$ cat config.mk
export PLATFORM = sky130hd
export DESIGN_NAME = alu_mc_flat
export DESIGN_NICKNAME = d
export VERILOG_FILES = /design/src/rtl/alu_mc_if.sv /design/src/rtl/alu_mc.sv /design/src/flat_wrapper.sv
export SDC_FILE = /design/constraint.sdc
export NUM_CORES = 1
export LEC_CHECK = 0
export BUFFER_PORTS_ARGS = -buffer_cell sky130_fd_sc_hd__buf_2
export CORE_MARGIN = 8
export CORE_UTILIZATION = 35
export DETAILED_ROUTE_END_ITERATION = 7
export HOLD_SLACK_MARGIN = 0.02
export PLACE_DENSITY = 0.58
export SLEW_MARGIN = 0
export SYNTH_ARGS = -nofsm -noshare
export SYNTH_HDL_FRONTEND = slang
export SYNTH_SLANG_ARGS = --single-unit
$ cat constraint.sdc
create_clock -name clk -period 5.1 [get_ports clk]
set_clock_uncertainty 0.15 [all_clocks]
set_input_delay 1.02 -clock clk [delete_from_list [all_inputs] [get_ports clk]]
set_output_delay 1.02 -clock clk [all_outputs]
set_load 0.01 [all_outputs]
$ cat src/rtl/alu_mc_if.sv
// alu_mc_if: operation request/result handshake bundle for the multi-cycle ALU
interface alu_mc_if #(parameter int WIDTH = 32);
  logic             in_valid;
  logic             in_ready;
  logic [3:0]       op;
  logic [WIDTH-1:0] a;
  logic [WIDTH-1:0] b;
  logic             out_valid;
  logic             out_ready;
  logic [WIDTH-1:0] f;
  logic             zf;
  logic             cf;
  logic             of;
  modport master (output in_valid, op, a, b, out_ready, input in_ready, out_valid, f, zf, cf, of);
  modport slave (input in_valid, op, a, b, out_ready, output in_ready, out_valid, f, zf, cf, of);
endinterface

$ cat src/rtl/alu_mc.sv
// alu_mc: multi-cycle ALU with single-cycle logic/arith/shift ops and iterative mul/div
module alu_mc #(parameter int WIDTH = 32) (
  input logic   clk,
  input logic   rst_n,
  alu_mc_if.slave bus
);
  localparam int CW = $clog2(WIDTH);
  typedef enum logic [1:0] {IDLE, BUSY, DONE} state_t;
  state_t           state;
  logic [3:0]       op_q;
  logic [WIDTH-1:0] b_q;
  logic [2*WIDTH-1:0] p;
  logic [CW-1:0]    cnt;
  logic [WIDTH:0]   sum, diff, m_sum, d_try;
  logic [2*WIDTH-1:0] p_nxt;
  logic [WIDTH-1:0] r_f, res;
  logic             r_cf, r_of, go_busy;
  assign sum  = {1'b0, bus.a} + {1'b0, bus.b};
  assign diff = {1'b0, bus.a} - {1'b0, bus.b};
  assign go_busy = bus.op >= 4'd11 && bus.op != 4'd15 && !(bus.op >= 4'd13 && bus.b == '0);
  always_comb begin
    r_f  = '0;
    r_cf = 1'b0;
    r_of = 1'b0;
    case (bus.op)
      4'd0:  r_f = bus.a & bus.b;
      4'd1:  r_f = bus.a | bus.b;
      4'd2:  r_f = bus.a ^ bus.b;
      4'd3:  r_f = ~(bus.a | bus.b);
      4'd4: begin
        r_f  = sum[WIDTH-1:0];
        r_cf = sum[WIDTH];
        r_of = bus.a[WIDTH-1] == bus.b[WIDTH-1] && sum[WIDTH-1] != bus.a[WIDTH-1];
      end
      4'd5: begin
        r_f  = diff[WIDTH-1:0];
        r_cf = diff[WIDTH];
        r_of = bus.a[WIDTH-1] != bus.b[WIDTH-1] && diff[WIDTH-1] != bus.a[WIDTH-1];
      end
      4'd6:  r_f = WIDTH'(diff[WIDTH]);
      4'd7:  r_f = bus.b << bus.a;
      4'd8:  r_f = bus.b >> bus.a;
      4'd9:  r_f = $signed(bus.b) >>> bus.a;
      4'd10: r_f = WIDTH'($signed(bus.a) < $signed(bus.b));
      4'd13: begin
        r_f  = '1;
        r_of = 1'b1;
      end
      4'd14: begin
        r_f  = bus.a;
        r_of = 1'b1;
      end
      default: r_f = '0;
    endcase
  end
  // p holds {hi, lo}: product accumulator for multiply, {remainder, quotient} for divide
  assign m_sum = {1'b0, p[2*WIDTH-1:WIDTH]} + {1'b0, p[0] ? b_q : '0};
  assign d_try = {p[2*WIDTH-1:WIDTH], p[WIDTH-1]} - {1'b0, b_q};
  assign p_nxt = op_q <= 4'd12 ? {m_sum, p[WIDTH-1:1]}
               : d_try[WIDTH] ? {p[2*WIDTH-2:0], 1'b0}
               : {d_try[WIDTH-1:0], p[WIDTH-2:0], 1'b1};
  assign res = op_q[0] ? p_nxt[WIDTH-1:0] : p_nxt[2*WIDTH-1:WIDTH];
  always_ff @(posedge clk or negedge rst_n) begin
    if (!rst_n) begin
      state         <= IDLE;
      bus.in_ready  <= 1'b1;
      bus.out_valid <= 1'b0;
      bus.f         <= '0;
      bus.zf        <= 1'b0;
      bus.cf        <= 1'b0;
      bus.of        <= 1'b0;
      op_q          <= '0;
      b_q           <= '0;
      p             <= '0;
      cnt           <= '0;
    end else begin
      case (state)
        IDLE: if (bus.in_valid) begin
          op_q         <= bus.op;
          b_q          <= bus.b;
          p            <= {{WIDTH{1'b0}}, bus.a};
          cnt          <= '0;
          bus.in_ready <= 1'b0;
          if (go_busy) state <= BUSY;
          else begin
            state         <= DONE;
            bus.out_valid <= 1'b1;
            bus.f         <= r_f;
            bus.zf        <= r_f == '0;
            bus.cf        <= r_cf;
            bus.of        <= r_of;
          end
        end
        BUSY: begin
          p   <= p_nxt;
          cnt <= cnt + 1'b1;
          if (cnt == CW'(WIDTH - 1)) begin
            state         <= DONE;
            bus.out_valid <= 1'b1;
            bus.f         <= res;
            bus.zf        <= res == '0;
            bus.cf        <= 1'b0;
            bus.of        <= 1'b0;
            cnt           <= '0;
          end
        end
        DONE: if (bus.out_ready) begin
          state         <= IDLE;
          bus.out_valid <= 1'b0;
          bus.in_ready  <= 1'b1;
        end
        default: state <= IDLE;
      endcase
    end
  end
endmodule

$ cat src/flat_wrapper.sv
// flat-port wrapper written by rule: the top's interface ports become plain ports
module alu_mc_flat 
#(parameter int WIDTH = 32)
  (clk, rst_n, bus_in_valid, bus_op, bus_a, bus_b, bus_out_ready, bus_in_ready, bus_out_valid, bus_f, bus_zf, bus_cf, bus_of);
  alu_mc_if #(.WIDTH(WIDTH)) bus_i ();
  input logic clk;
  input logic rst_n;
  input wire logic [$bits(bus_i.in_valid)-1:0] bus_in_valid;
  input wire logic [$bits(bus_i.op)-1:0] bus_op;
  input wire logic [$bits(bus_i.a)-1:0] bus_a;
  input wire logic [$bits(bus_i.b)-1:0] bus_b;
  input wire logic [$bits(bus_i.out_ready)-1:0] bus_out_ready;
  output wire logic [$bits(bus_i.in_ready)-1:0] bus_in_ready;
  output wire logic [$bits(bus_i.out_valid)-1:0] bus_out_valid;
  output wire logic [$bits(bus_i.f)-1:0] bus_f;
  output wire logic [$bits(bus_i.zf)-1:0] bus_zf;
  output wire logic [$bits(bus_i.cf)-1:0] bus_cf;
  output wire logic [$bits(bus_i.of)-1:0] bus_of;
  assign bus_i.in_valid = bus_in_valid;
  assign bus_i.op = bus_op;
  assign bus_i.a = bus_a;
  assign bus_i.b = bus_b;
  assign bus_i.out_ready = bus_out_ready;
  assign bus_in_ready = bus_i.in_ready;
  assign bus_out_valid = bus_i.out_valid;
  assign bus_f = bus_i.f;
  assign bus_zf = bus_i.zf;
  assign bus_cf = bus_i.cf;
  assign bus_of = bus_i.of;
  alu_mc #(.WIDTH(WIDTH)) u_core (.clk(clk), .rst_n(rst_n), .bus(bus_i));
endmodule
==> impl_summary.md <==
Power and ir drop
The worst-case IR drop observed on VDD is 0.304 mV. The power per cell area is 498 nW/µm². The completed layout was analyzed and its total power is 13.4 mW. In this run the static leakage power is 11.8 nW.

Yosys
Synthesis handed over a netlist of 2963 instances. The commonest register cell after synthesis is sky130_fd_sc_hd__dfrtp_1. Yosys attributes the largest share of cell area to sky130_fd_sc_hd__dfrtp_1 (16%), sky130_fd_sc_hd__ha_1 (9.3%), sky130_fd_sc_hd__o21ai_0 (6.0%). The cell area that synthesis handed to floorplanning was 22100 µm². In this run, synthesis produced a sequential element count of 144. The number of warning messages in the yosys log is 0. In this run, distinct cell masters in the synthesized netlist total 95. Of all cell types, the one taking the most synthesized area is sky130_fd_sc_hd__dfrtp_1. Sequential elements use 16.3% of the synthesized area. The share of the synthesized area in the top cell type is 16.2%.

The number of nets in the synthesized netlist is 3204. The cell with the most instances after synthesis is sky130_fd_sc_hd__nand2_1. The average instance in the mapped netlist occupies 7.45 µm². Counting flops with an async set or reset pin after synthesis yields a share of 100%. In the synthesized netlist, the cells that appear most often are sky130_fd_sc_hd__nand2_1 (282), sky130_fd_sc_hd__o21ai_0 (265), sky130_fd_sc_hd__nor2_1 (240). In this run, synthesis inferred 0 flip-flops with an integrated enable.

Critical path
In this run the worst path has a maximum fanout of 4. STA classifies the critical path startpoint as a primary input. The end of the worst register-to-register path is u_core.bus.zf.

In this run the critical register-to-register path is launched from u_core.p[31]. The endpoint kind of the worst setup timing path is a register. The capturing instance or port of the critical path is u_core.bus.zf.

The critical path is of the in -> reg type. STA puts the critical path data required time at 5.33 ns. Counting cells, the worst reg-to-reg path comes to 18. The endpoint arrival time on the critical path is 5.28 ns.

The setup slack of the worst register-to-register path is 0.21 ns. In this run the worst setup path begins at bus_a[30].

Place
The total placed cells including tap cells is 4094. The weighted congestion at the end of routability-driven global placement is 1.07. The count of input and output buffers is 108. The worst slack at placement is -0.313 ns.

The estimated wirelength of the detail-placed design is 95700 µm. The total placed instance area is 26200 µm².

Final layout
The proportion of layout cells with a drive suffix above 1 is 21.7%. The total number of nets in the final design is 3508. The final instance area is 26800 µm². The non-filler instance count after layout is 4125.

The area added between synthesis and finish is 21.4%.

Global routing
The first global-routing pass estimated 173000 µm of wire. The fraction of met3 tracks used by global routing is 7.61%. In the global route stage, met1 resource usage came out at 42.1%. The fraction of met2 tracks used by global routing is 49.8%. In this run the most used layer during global routing was met2. The initial antenna violation count is 6. The global-route congestion overflow total is 0. The global-route usage over all layers is 32.5%. The largest net degree at the start of global routing is 82. The via count of the first global-routing pass is 25200.

Die
The initial utilization of the core area, before any placement, comes to 35.2%. The floorplan step set the die height to 267 µm. From left edge to right edge, the die measures 267 µm. During I/O placement, the number of pins put on the boundary was 109. The area of the die is 71400 µm². The core outline area is 62700 µm². The standard-cell row count is 92.

Clock network
The total clock buffers created by CTS is 17. After clock tree synthesis, the setup repair step added 0 buffers. The clock sink count is 144. The buffer depth of the longest clock path is 2. The cell chosen for the clock root is sky130_fd_sc_hd__clkbuf_16.

TritonCTS built the clock tree. The clock edge transition at the registers on the reported setup and hold paths is 0.06 ns. The H-tree depth is 4.

Clock latency on the worst-skew pair, taken at its later pin, is 0.45 ns. The count of instances resized after the clock tree is built is 0. Buffers inserted to repair hold after CTS numbered 0.

Drt
After detailed routing, the average wire length per cell comes to 29.1 µm. The post-detailed-route via-to-cell ratio is 6.46. The final routed DRC violation total is 0. The count of routing violations after the opening detailed-route iteration is 3232. The number of nets with antenna violations after routing is 0. The number of iterations in the first detailed-routing pass is 6. The final layout contains routed wiring with a total length of 120000 µm. The routed layout has 26600 vias.

Hold path
The type of the tightest min-delay check is reg -> reg.

Flow run
The reported max-cap violation count is 0.

Timing
The max-slew violation count is 0. The post-route worst hold slack is 0.326 ns. The final setup violation count is 0.

The final period demand of the worst path is 5.05 ns. At the pin with the least slew margin, the transition time is 0.955 ns. The headroom to the max-slew limit is 36.2%. The fmax is 0.198 GHz.

After layout, the worst path uses 98.9% of the clock period. The number of hold violations in the final report is 0. The post-route worst setup slack is 0.0542 ns.

Outcome
The flow ran to the end, and the final reports show no timing, DRC or antenna violations.
logic make-up after synthesis:
logic type                 count (synthesis)  synth area share (%)
buffers and inverters                    402                  7.12
DFF                                      144                  16.3
adders and majority gates                170                  9.76
xor gates and xnor gates                  63                  2.57
AOI/OAI and AO/OA                       1066                  32.3
muxes                                    183                  11.7
and+or+nand+nor                          935                  20.2
flip-flops by register name, summed over array words and instances (netlist names):
register and flops:
u_core.p 64, u_core.cnt 5, u_core.bus.out_valid 1, u_core.state 2, u_core.bus.zf 1, u_core.op_q 4, u_core.bus.of 1, u_core.bus.f 32
u_core.b_q 32, u_core.bus.cf 1, u_core.bus.in_ready 1
where the power goes:
part,switching (mW),leakage [nW],internal (mW)
combinational,6.01,9.69,3.79
clock,0.544,0.292,0.816
sequential,0.531,1.79,1.67
metrics by stage:
step                      util (%)     TNS, ns
after floorplan                  -           0
after global placement        41.7      -0.345
after detailed placement      41.7      -0.316
after CTS                     42.7           0
after global routing          42.7  -0.0000324
final                         42.7           0
how the worst min path moves through the flow:
stage                                 from                to  slack (ns)  cells after the start
after global placement    u_core.bus.f[11]  u_core.bus.f[11]        0.31                      1
after floorplan              u_core.cnt[2]     u_core.cnt[2]        0.31                      1
after detailed placement  u_core.bus.f[11]  u_core.bus.f[11]        0.32                      1
final                      u_core.bus.f[9]   u_core.bus.f[9]        0.33                      2
after CTS                 u_core.bus.f[11]  u_core.bus.f[11]        0.33                      1
after global routing      u_core.bus.f[11]  u_core.bus.f[11]        0.36                      1
critical path: stages:
cell and delay [ns]:
sky130_fd_sc_hd__buf_2 0.17, sky130_fd_sc_hd__nor4_1 0.57, sky130_fd_sc_hd__nand4_1 0.17, sky130_fd_sc_hd__buf_4 0.20, sky130_fd_sc_hd__nor4_1 0.29, sky130_fd_sc_hd__mux2i_1 0.43
sky130_fd_sc_hd__o2111ai_1 0.22, sky130_fd_sc_hd__a311o_1 0.36, sky130_fd_sc_hd__nor3_1 0.30, sky130_fd_sc_hd__nand4_1 0.22, sky130_fd_sc_hd__nor4_2 0.38, sky130_fd_sc_hd__nand4_1 0.18
sky130_fd_sc_hd__nor4_1 0.40, sky130_fd_sc_hd__and4_1 0.25, sky130_fd_sc_hd__a21o_1 0.11
cell usage in the layout, fill, tap and decap left out, drive strengths merged, types with 51 or more instances in the layout:
cell,n
nor3,56
and3,58
mux2i,89
dfrtp,143
a211oi,64
buf,526
mux4,56
nand2,282
a21oi,229
nand3,75
inv,162
nor2,240
and2,51
ha,165
o21ai,270
final cells by class:
cell class	count	area (µm²)
clock inverter	13	188
sequential	144	3610
antenna	1	2.50
clock buffer	17	425
tap	846	1060
multi-input combinational	2417	17000
fill	6567	35900
timing repair buffer	526	3910
inverter	161	604
metal layers:
layer	up-vias	part of all wire, %
met5	-	0.028
met4	6	6.4
li1	11700	-
met3	316	11
met2	1734	43
met1	12900	40
Power figures use the tool's default switching activity.
